--- src/rtl/cdc_req_src_if.sv ---
// Source-side toggle req/ack CDC bundle.
// Upstream valid/ready plus cross-domain req/ack.
interface cdc_req_src_if #(
  parameter int DATA_WIDTH = 32
);
  logic                  valid_i;
  logic                  ready_o;
  logic [DATA_WIDTH-1:0] dat_i;
  logic                  req_o;
  logic [DATA_WIDTH-1:0] dat_o;
  logic                  ack_i;
  logic                  done_o;
  logic                  err_o;

  modport master (
    input  valid_i,
    input  dat_i,
    input  ack_i,
    output ready_o,
    output req_o,
    output dat_o,
    output done_o,
    output err_o
  );

  modport slave (
    output valid_i,
    output dat_i,
    output ack_i,
    input  ready_o,
    input  req_o,
    input  dat_o,
    input  done_o,
    input  err_o
  );
endinterface

--- src/rtl/cdc_req_src.sv ---
// Two-phase toggle request source.
// Holds a word on dat_o and toggles req_o per transfer.
module cdc_req_src #(
  parameter int DATA_WIDTH = 32,
  parameter int STAGE      = 2
) (
  input  logic            clk_i,
  input  logic            rst_n_i,
  cdc_req_src_if.master   bus
);

  typedef enum logic {
    S_IDLE,
    S_WAIT
  } state_t;

  state_t                state;
  logic [STAGE-1:0]      ack_q;
  logic                  ack_s;
  logic                  req_q;
  logic [DATA_WIDTH-1:0] dat_q;
  logic                  done_q;
  logic                  err_q;

  // ack_i crosses domains; only the last flop is used
  always_ff @(posedge clk_i or negedge rst_n_i) begin
    if (!rst_n_i) begin
      ack_q <= '0;
    end else begin
      ack_q <= {ack_q[STAGE-2:0], bus.ack_i};
    end
  end

  assign ack_s = ack_q[STAGE-1];

  // Accept in IDLE, wait for the matching ack in WAIT
  always_ff @(posedge clk_i or negedge rst_n_i) begin
    if (!rst_n_i) begin
      state  <= S_IDLE;
      req_q  <= 1'b0;
      dat_q  <= '0;
      done_q <= 1'b0;
      err_q  <= 1'b0;
    end else begin
      done_q <= 1'b0;
      unique case (state)
        S_IDLE: begin
          if (ack_s != req_q) begin
            err_q <= 1'b1;
          end
          if (bus.valid_i) begin
            dat_q <= bus.dat_i;
            req_q <= ~req_q;
            state <= S_WAIT;
          end
        end
        S_WAIT: begin
          if (ack_s == req_q) begin
            done_q <= 1'b1;
            state  <= S_IDLE;
          end
        end
        default: state <= S_IDLE;
      endcase
    end
  end

  assign bus.ready_o = (state == S_IDLE);
  assign bus.req_o   = req_q;
  assign bus.dat_o   = dat_q;
  assign bus.done_o  = done_q;
  assign bus.err_o   = err_q;

endmodule

--- src/flat_wrapper.sv ---
// flat-port wrapper written by rule: the top's interface ports become plain ports
module cdc_req_src_flat 
#(
  parameter int DATA_WIDTH = 32,
  parameter int STAGE      = 2
)
  (clk_i, rst_n_i, bus_valid_i, bus_dat_i, bus_ack_i, bus_ready_o, bus_req_o, bus_dat_o, bus_done_o, bus_err_o);
  cdc_req_src_if #(.DATA_WIDTH(DATA_WIDTH)) bus_i ();
  input  logic clk_i;
  input  logic rst_n_i;
  input wire logic [$bits(bus_i.valid_i)-1:0] bus_valid_i;
  input wire logic [$bits(bus_i.dat_i)-1:0] bus_dat_i;
  input wire logic [$bits(bus_i.ack_i)-1:0] bus_ack_i;
  output wire logic [$bits(bus_i.ready_o)-1:0] bus_ready_o;
  output wire logic [$bits(bus_i.req_o)-1:0] bus_req_o;
  output wire logic [$bits(bus_i.dat_o)-1:0] bus_dat_o;
  output wire logic [$bits(bus_i.done_o)-1:0] bus_done_o;
  output wire logic [$bits(bus_i.err_o)-1:0] bus_err_o;
  assign bus_i.valid_i = bus_valid_i;
  assign bus_i.dat_i = bus_dat_i;
  assign bus_i.ack_i = bus_ack_i;
  assign bus_ready_o = bus_i.ready_o;
  assign bus_req_o = bus_i.req_o;
  assign bus_dat_o = bus_i.dat_o;
  assign bus_done_o = bus_i.done_o;
  assign bus_err_o = bus_i.err_o;
  cdc_req_src #(.DATA_WIDTH(DATA_WIDTH), .STAGE(STAGE)) u_core (.clk_i(clk_i), .rst_n_i(rst_n_i), .bus(bus_i));
endmodule
--- config.mk ---
export PLATFORM = sky130hd
export DESIGN_NAME = cdc_req_src_flat
export DESIGN_NICKNAME = d
export VERILOG_FILES = /design/src/rtl/cdc_req_src_if.sv /design/src/rtl/cdc_req_src.sv /design/src/flat_wrapper.sv
export SDC_FILE = /design/constraint.sdc
export NUM_CORES = 1
export LEC_CHECK = 0
export ABC_AREA = 1
export CAP_MARGIN = 20
export CORE_MARGIN = 2
export CORE_UTILIZATION = 30
export CTS_BUF_LIST = sky130_fd_sc_hd__clkbuf_8 sky130_fd_sc_hd__clkbuf_16
export CTS_CLUSTER_DIAMETER = 60
export DETAILED_ROUTE_END_ITERATION = 10
export PLACE_DENSITY = 0.62
export SLEW_MARGIN = 20
export SYNTH_ARGS = -nofsm -noshare
export SYNTH_HDL_FRONTEND = slang
export SYNTH_SLANG_ARGS = --single-unit
--- constraint.sdc ---
create_clock -name clk_i -period 1.5 [get_ports clk_i]
set_clock_uncertainty 0.1 [all_clocks]
set_input_delay 0.375 -clock clk_i [delete_from_list [all_inputs] [get_ports clk_i]]
set_output_delay 0.375 -clock clk_i [all_outputs]
set_load 0.005 [all_outputs]
* Word level (Yosys, flattened, before mapping)
Index checks and enable logic that the tools add are counted. Widths: inputs -> output; s select.
Cells by class: multiplexer cells 5, eq/ne operators 2, reductions and logical operators 2, bitwise operators 2
Operators by type and width (count):
- $mux 1 | 4
- $reduce_and 2->1 | 2
- $not 1->1 | 2
- $pmux 1 s2 | 1
- $eq 1x1->1 | 1
- $ne 1x1->1 | 1
Storage, ports and cells: input port bits 36, bits in registers 38, output and inout bits 36, logic and storage cells 17

* Logic depth before layout (Yosys ltp)
Gate-level depths: netlist of run 1.
word-level depth 3, gate-level depth with buffers 6, depth with buffers taken out 5

* Worst setup path after synthesis of run 1
Ideal clock, no wire load.
path kind reg-to-reg, from register u_core.state, to register u_core.req_q, in the netlist u_core.bus.req_o, setup slack 0.486 ns, setup time 0.116 ns, data arrival time 0.798 ns, path buffers 1, clock period less this slack 1.014 ns, data required time 1.284 ns, cell stages (with the launch flop) 6, cell sequence dfrtp_1 inv_2 nand2_4 buf_4 nand2_1 nand2_1
Between the ends: word-level cells in the longest chain between the ends 2
RTL lines:
- start, declared | line cdc_req_src.sv:17 | state_t state;
- start signal, assigned | line cdc_req_src.sv:39 | state <= S_IDLE;
- start signal, assigned | line cdc_req_src.sv:54 | state <= S_WAIT;
- start signal, assigned | line cdc_req_src.sv:60 | state <= S_IDLE;
- $not 1->1 (no line)
- net bus_ready_o | line flat_wrapper.sv:14 | output wire logic [$bits(bus_i.ready_o)-1:0] bus_ready_o;
- $reduce_and 2->1 (no line)
- end signal, assigned | line cdc_req_src.sv:53 | req_q <= ~req_q;
- end, declared | line cdc_req_src.sv:20 | logic req_q;
The timed path passes the listed nets, and every way through them passes these cells. A chain may end at the register's enable or synchronous reset.

* Final worst setup path of run 1
from register u_core.state, to output bus_ready_o
Between the ends: word-level cells in the longest chain between the ends 1
RTL lines (line):
- $not 1->1 (no line)
- end, declared | flat_wrapper.sv:14
No other way between the ends.

==> flow_summary.toml, run 1 <==
[place]
hpwlAfterDp_mm = 2.302
place_inst = 281
gp_congestion = 0.7265
io_buffers = 71

[logic_synthesis]
ys_ff_latch = 38
synthesis.instances = 156
synthTopCellsByArea = "dfrtp_1, nand2_1, buf_6"
yosys_warnings = 0
syn-cell-area_um2 = 1441
synth_seq_area_share = 0.6597
yosys.area.top_type_share = 0.6597
netlist.top_cell.by_area = "dfrtp_1"
synthesis.nets = 192
yosys.cell_types.count = 10
syn_area_per_cell_um2 = 9.240

[timing]
maxSlewViolCount = 0
period_share = 0.9463
finalSetupViolations = 0
timing.setup.tns_ns = 0
period_needed_ns = 1.419
finalHoldViolations = 0
max_slew_margin = 0.8629
tightest_slew_ns = 0.2056
rsz0062_at_grt = "false"
max_freq_mhz = 704.5

[cells_and_area]
drive_gt1_frac = 0.09544
layout_common_cells = "nand2_1, dfrtp_1, dlygate4sd2_1"
diodes = 0
final_cells = 295
area_growth_pct = 64.15
final_common_cell = "nand2_1"
final_nets = 278

[clocking]
clk_latency_ns = 0.28
cts_buffers = 5
max-clock-path-buffers = 2
clk_pin_slew_ns = 0.06
clock-root-buffer = "clkbuf_8"
cts_max_level = 2
cts.sinks = 38
cts_tree = "done"

[outcome]
status = "completed"

[routing]
routedWlPerCell_um = 11.32
via_per_inst = 4.271
m1WireLength_mm = 1.436
routed-wl-met2_mm = 1.565
drt_wl_total_mm = 3.340
top_layer = "met4"
postRouteAntennaNets = 0
via_count = 1260
post-route-drc-count = 0
drt_iter0_markers = 30
met3_wirelength_um = 270
dr.pass1.iters = 4

[setup_path]
required_ns = 1.02
critPathKind = "reg -> out"
cp.arrival_ns = 0.94
path_max_fanout = 2
cp-end-kind = "primary output"
cp-start-kind = "flip-flop"

[floorplan]
dieArea_um2 = 5375
core_area_um2 = 4692
die_h_um = 73.32
die_w_um = 73.32
rows = 25
start_util = 0.3072
pin_count = 72

[job]
drv_cap = 0

[power_and_ir_drop]
vdd_ir_drop_max_mv = 0.7391
powerDensity_nw_per_um2 = 1727
p_total_uw = 4087
p_leak_uw = 0.001284

[grt]
grt_max_degree = 39
grt_pass1_vias = 1228
grt-ovfl-total = 0
grt_pass1_wl_mm = 5.561
antenna_found_initial = 0
grtUsageTotal = 0.1393

[min_path]
hold_class = "reg -> reg"
per-layer routing:
layer | vias up | track usage
met3 | 7 | 0.04390
li1 | 635 | -
met4 | 0 | 0.07273
met2 | 43 | 0.2232
met1 | 575 | 0.1680
met5 | - | 0
final cells by class:
| class | count | area (um2) |
|---|---|---|
| inverters | 5 | 21.27 |
| multi-input cells | 107 | 412.9 |
| fillers | 453 | 2326 |
| repair buffers | 85 | 830.8 |
| well taps | 54 | 67.56 |
| flip-flops and latches | 38 | 950.9 |
| clock buffers | 6 | 82.58 |
cells by family after synthesis:
logic type	Yosys count	share of synthesized area
and+or+nand+nor	106	0.2830
AOI/OAI and AO/OA	1	0.003469
buffers and inverters	11	0.05382
DFF	38	0.6597
where the power goes:
part           switching [uW]  total [uW]  internal, uW
Combinational             737        1710           970
Sequential                227        1700          1480
Clock                     321         675           354
Total                    1290        4090          2800
synthesized netlist by cell type:
cell,instances
inv_1,3
a21oi_1,1
buf_6,3
buf_4,3
inv_2,1
inv_4,1
dfrtp_1,38
nand2_4,1
nand2_1,103
nand3_1,2
per-stage QoR:
stage	cell area [um2]	utilization	setup WS, ns	hold WS [ns]
6_report	2366	0.5043	0.08052	0.2493
5_1_grt	2366	0.5043	0.03137	0.2675
4_1_cts	2366	0.5043	0.06678	0.2538
3_5_place_dp	2266	0.4829	-0.005160	0.2381
3_3_place_gp	2266	0.4829	0.01526	0.2335
2_1_floorplan	1441	-	0.4858	-0.02059
critical path: stages (launching register included):
cell and delay [ns]:
dfrtp_1 0.39, inv_2 0.06, dlygate4sd2_1 0.22
flip-flops by register name (all words and copies together), names as in the netlist:
register,count
u_core.bus.err_o,1
u_core.state,1
u_core.bus.done_o,1
u_core.bus.req_o,1
u_core.bus.dat_o,32
u_core.ack_q,2
final timing paths:
path                       cells past startpoint            start                    to  slack, ns
max                                            2     u_core.state           bus_ready_o       0.08
max in group asynchronous                      3          rst_n_i  u_core.bus.dat_o[16]       0.62
min in group asynchronous                      3          rst_n_i  u_core.bus.dat_o[19]       0.49
min reg2reg                                    0  u_core.ack_q[0]       u_core.ack_q[1]       0.25
min                                            0  u_core.ack_q[0]       u_core.ack_q[1]       0.25
max reg2reg                                    7     u_core.state  u_core.bus.dat_o[30]       0.33
timing repair:
item / in CTS / in global routing
buffers inserted: 7 / 0
hold endpoints to repair: 38 / 0
endpoints found under the setup margin: 36 / 0
resized for setup: 36 / 0
hold buffers: 1 / 0
Power figures use the tool's default switching activity.
==> run 2, diff against run 1 <==
--- a/config.mk
+++ b/config.mk
@@ -9,10 +9,10 @@
 export CAP_MARGIN = 20
 export CORE_MARGIN = 2
 export CORE_UTILIZATION = 30
-export CTS_BUF_LIST = sky130_fd_sc_hd__clkbuf_8 sky130_fd_sc_hd__clkbuf_16
 export CTS_CLUSTER_DIAMETER = 60
 export DETAILED_ROUTE_END_ITERATION = 10
 export PLACE_DENSITY = 0.62
+export REMOVE_ABC_BUFFERS = 1
 export SLEW_MARGIN = 20
 export SYNTH_ARGS = -nofsm -noshare
 export SYNTH_HDL_FRONTEND = slang
==> run 2 against run 1 <==
  * Total power rose by 1.3%
  * Global-route usage fell by 0.46 points
  * Fmax fell by 0.46%
  * Register-to-register slack barely moved
  * Core utilization rose by 0.72 points
  * Clock-buffer cell count fell by 1
  * Clock power fell by 3.6%
  * Combinational power rose by 5%
  * Sequential power barely moved
  * Non-clock buffer count rose by 5
  * Highest routed layer unchanged
==> flow_summary.toml, run 2 (same netlist as run 1, synthesis figures left out) <==
[routing]
postRouteAntennaNets = 0
drt_iter0_markers = 64
routedWlPerCell_um = 10.80
dr.pass1.iters = 3
drt_wl_total_mm = 3.251
post-route-drc-count = 0
via_per_inst = 4.173
via_count = 1256

[floorplan]
pin_count = 72
rows = 25
core_area_um2 = 4692
dieArea_um2 = 5375
start_util = 0.3072
die_w_um = 73.32
die_h_um = 73.32

[timing]
finalHoldViolations = 0
max_freq_mhz = 701.2
maxSlewViolCount = 0
tightest_slew_ns = 0.2045
rsz0062_at_grt = "false"
timing.setup.tns_ns = 0
period_share = 0.9507
finalSetupViolations = 0
period_needed_ns = 1.426
max_slew_margin = 0.8637
setup_ws_ns = 0.07395

[setup_path]
cp-start-kind = "flip-flop"
required_ns = 1.02
path_max_fanout = 2
r2r_slack_ns = 0.34
r2r_start = "u_core.state"
critical_path.startpoint = "u_core.state"
critPathKind = "reg -> out"
cp-end-kind = "primary output"
reg2reg_depth = 7
cp.arrival_ns = 0.95
r2r_end = "u_core.bus.dat_o[2]"

[power_and_ir_drop]
powerDensity_nw_per_um2 = 1726
p_leak_uw = 0.001309
power_frac_comb = 0.433
p_int_uw = 2833
vdd_ir_drop_max_mv = 0.6539
seq_power_share = 0.410
clockPowerShare = 0.157
switching_power_uw = 1308
swShare = 0.3159

[grt]
grt_max_degree = 39
grt-ovfl-total = 0
antenna_found_initial = 0
grtUsageTotal = 0.1347
grt_pass1_wl_mm = 5.568
grt_pass1_vias = 1259

[job]
drv_cap = 0

[outcome]
status = "completed"

[clocking]
cts.sinks = 38
clk_pin_slew_ns = 0.07
cts_max_level = 2
cts_tree = "done"
cts_buffers = 5
clock-root-buffer = "clkbuf_8"
clk_latency_ns = 0.28
max-clock-path-buffers = 2

[cells_and_area]
final_common_cell = "nand2_1"
layout_common_cells = "nand2_1, dfrtp_1, dlygate4sd2_1"
num-fill-cells = 462
drive_gt1_frac = 0.1174
largest_reg_flops = 32
area_growth_pct = 66.49
diodes = 0
final_nets = 283

[place]
gp_congestion = 0.6885
place_ws_ns = -0.001801
hpwlAfterDp_mm = 2.267
io_buffers = 71

[min_path]
min_from = "u_core.ack_q[0]"
hold_class = "reg -> reg"
min_to = "u_core.ack_q[1]"
min_path_cells = 0
==> run 2: cell types whose count changed in the layout (fill, tap and decap cells not counted), sizes merged <==
cell    before  now
buf         14   19
clkinv       0    2
clkbuf       6    5
==> run 2: critical path, stage by stage (launching register included) <==
cell and delay, ns:
dfrtp_1 0.40, inv_2 0.06, dlygate4sd2_1 0.22
==> run 2: power by group through the flow <==
stage / combinational (uW) / clock [uW] / sequential [uW]
5_1_grt: 2020 / 728 / 1760
2_1_floorplan: 543 / 0 / 1770
4_1_cts: 1830 / 682 / 1690
3_3_place_gp: 1880 / 0 / 1740
3_5_place_dp: 1900 / 0 / 1740
6_report: 1790 / 651 / 1700
==> run 2: cell type report <==
class / count / area (um2) / area share
Sequential cell: 38 / 950.9 / 0.3962
Clock inverter: 2 / 10.01 / 0.004171
Clock buffer: 5 / 68.82 / 0.02868
Timing Repair Buffer: 90 / 868.3 / 0.3618
Tap cell: 54 / 67.56 / 0.02815
Multi-Input combinational cell: 107 / 412.9 / 0.1721
Inverter: 5 / 21.27 / 0.008863
==> run 2: how the worst max path moves through the flow <==
stage,to,slack (ns)
floorplan,u_core.bus.dat_o[0],0.34
global placement,u_core.bus.dat_o[25],0.02
detailed placement,u_core.bus.dat_o[28],-0.002
CTS,bus_ready_o,0.07
global route,bus_ready_o,0.02
finish,bus_ready_o,0.07
==> run 2: metrics by stage <==
| step | instance area [um2] | util | total power, uW | instances | hold slack (ns) |
|---|---|---|---|---|---|
| after floorplan | 1385 | - | 2309 | 150 | -0.02059 |
| after global placement | 2266 | 0.4829 | 3616 | 281 | 0.2332 |
| after detailed placement | 2266 | 0.4829 | 3644 | 281 | 0.2363 |
| after CTS | 2400 | 0.5115 | 4206 | 301 | 0.2541 |
| after global routing | 2400 | 0.5115 | 4502 | 301 | 0.2653 |
| final | 2400 | 0.5115 | 4141 | 301 | 0.2499 |
==> run 2: what timing repair did <==
action | in CTS | in global routing
endpoints found under the hold margin | 38 | 0
setup buffers | 12 | 0
setup endpoints to repair | 36 | 0
resized for setup | 36 | 0
hold buffers | 1 | 0
==> run 2: metal layers <==
| metal | track usage | share of wire | wire, um |
|---|---|---|---|
| met1 | 0.1696 | 0.45 | 1455 |
| met5 | 0 | 0 | 0 |
| met2 | 0.2242 | 0.48 | 1570 |
| met3 | 0.04664 | 0.064 | 209 |
| met4 | 0.03030 | 0.0049 | 16 |
==> variant (settings of run 1) <==
Make the reset (`rst_n_i`) synchronous in 2 clocked blocks.
--- a/src/rtl/cdc_req_src.sv
+++ b/src/rtl/cdc_req_src.sv
@@ -24,5 +24,5 @@
 
   // ack_i crosses domains; only the last flop is used
-  always_ff @(posedge clk_i or negedge rst_n_i) begin
+  always_ff @(posedge clk_i) begin
     if (!rst_n_i) begin
       ack_q <= '0;
@@ -35,5 +35,5 @@
 
   // Accept in IDLE, wait for the matching ack in WAIT
-  always_ff @(posedge clk_i or negedge rst_n_i) begin
+  always_ff @(posedge clk_i) begin
     if (!rst_n_i) begin
       state  <= S_IDLE;
Formal check against the unedited RTL: differs if rst_n_i is asserted again (counterexample within 4 cycles, from zero or initial values and one cycle with rst_n_i low); with rst_n_i held inactive, the same outputs for 10 cycles.
==> variant against run 1 <==
- sequential cell count did not move
- global-route usage fell by 0.70 points
- setup slack improved by 0.034 ns
- cell area fell by 7.0%
- wire length fell by 7.0%
- synthesized area fell by 5.8%
- critical path type unchanged
- critical endpoint unchanged
- largest cell class is now buffers
- highest routed layer unchanged
Power is not compared: it rests on default switching activity, and its combinational part moved more than twofold at a synthesized area within 25%.
==> variant: results (changes against run 1) <==
- Max FO, Critical Path: 3 (+1)
- Root Buffer: clkbuf_8
- Adder-Cell Fraction of Synth Area: 0% (unchanged)
- Endpoint, Worst Hold: u_core.ack_q[1]
- Clock latency on the worst-skew pair: 0.27 ns
- Number of flip-flops in the largest register: 32 (unchanged)
- Htree depth: 2 (unchanged)
- WL per Instance: 10.5 um (-7.6%)
- Slowest CP cell: dfxtp_2
- CTS buffer count: 5 (unchanged)
- Tot GR Track Use: 13.2% (-0.70 points)
- Fill cells: 430 (-5.1%)
- Critical path's top delay family: flip-flops
- Area after DPL: 2140 um^2 (-5.5%)
- Routed vias: 1255 (-0.40%)
- Pleak: 1.05 nW
- Worst Hold Class: register to register
- Share of the yosys chip area belonging to registers: 56.0% (-9.9 points)
- Layout cells sized above 1: 10.2% (+0.66 points)
- Initial DRC Count: 60 (+100%)
- Pre-CTS setup slack: -0.129 ns (-0.124 ns)
- Hold_sp: u_core.ack_q[0]
- Reg2reg end: u_core.bus.dat_o[14]
- WL final: 3110 um (-7.0%)
- Slowest stage delay, CP: 0.35 ns (-0.04 ns)
- Mux cell area share after synthesis: 0% (unchanged)
- CP arrival: 0.91 ns (-0.03 ns)
- Number of inserted diodes: 0 (unchanged)
- Reg2Reg Depth: 6 (-1)
- Hold Crit Depth: 2 (+2)
- Synth Area in XOR/XNOR: 0% (unchanged)
- I/O Buffers: 71 (unchanged)
- GP Congestion: 0.729 (+0.39%)
- Pin count of the biggest net entering global routing: 34 (-13%)
- Compound-gate portion of the synthesized area: 12.5% (+12 points)
- Highest clock rate: 0.722 GHz (+2.5%)
- Post-synth cell types: 14 (+4)
- Crit Path Class: register to output port
- Fraction of registers with async set/reset: 0% (-100 points)
- PD cells: 997 nW/um^2
- Min Hold Slack: 0.323 ns (+0.0739 ns)
- Clock buffer depth: 2 (unchanged)
- Worst IR drop on VDD: roughly 0.00046 V
- Post-Syn Instances: 168 (+7.7%)
- DP Cell Count: 288 (+2.5%)
- Worst-Margin Slew: 0.242 ns (+0.0360 ns)
- First-pass GRT wire length: 5180 um (-6.8%)
- Outcome: complete, no violations
- Commonest cells in the netlist: 69 x nor2_1, 38 x dfxtp_1, 27 x o21ai_1
- Post-Syn Nets: 204 (+6.3%)
- Origin of the critical flop-to-flop path: u_core.state
- Ys Warns: 0 (unchanged)
- Area contributors post-synth: dfxtp_1 56%, nor2_1 19%, o21ai_1 10%
- Reg-to-reg setup timing slack: about 0.34 ns
- Leading register cell type out of synthesis: dfxtp_1
- Nets: 281 (+1.1%)
- Vias in the first global route: 1187 (-3.3%)
- Hpwl dp: 2300 um (-0.17%)
## variant: cell types whose count changed in the layout (fill, tap and decap cells not counted), sizes merged
| cell | run 1 | this run |
|---|---|---|
| clkbuf | 6 | 5 |
| dfrtp | 38 | 0 |
| nor2 | 0 | 69 |
| o21ai | 0 | 33 |
| buf | 14 | 8 |
| nand3 | 2 | 1 |
| nand2 | 104 | 8 |
| inv | 5 | 11 |
| dlygate4sd3 | 1 | 0 |
| clkdlybuf4s50 | 34 | 35 |
| dfxtp | 0 | 38 |
## variant: final cells by class
| cell class | count | area share (%) |
|---|---|---|
| clock buffers | 5 | 3.13 |
| clock inverters | 2 | 0.341 |
| inverters | 9 | 1.76 |
| multi-input cells | 112 | 21.4 |
| flip-flops and latches | 38 | 35.1 |
| well taps | 52 | 2.96 |
| repair buffers | 79 | 35.3 |
## variant: worst min-delay path: stages (launching register included)
cell     delay [ns]
dfxtp_1        0.30
nand2_1        0.05
inv_1          0.03
## variant: what timing repair did
item / in CTS / in global routing
buffers inserted: 2 / 0
resized for setup: 45 / 0
endpoints found under the setup margin: 36 / 0
## variant: cell families (layout without fill, tap and decap cells)
kind of cell           Yosys count  after routing
and+or+nand+nor                 78             78
DFF                             38             38
AOI/OAI and AO/OA               34             34
buffers and inverters           18             95
## variant: report_power, final
| part | switching [mW] | internal (mW) | total (mW) |
|---|---|---|---|
| registers | 0.0381 | 1.10 | 1.14 |
| logic | 0.184 | 0.256 | 0.440 |
| clock network | 0.310 | 0.306 | 0.615 |
## variant: layer usage
metal	track usage (%)	part of all wire [%]
met5	0	0
met4	5.03	0.68
met3	6.05	8.6
met2	20.8	46
met1	15.9	44
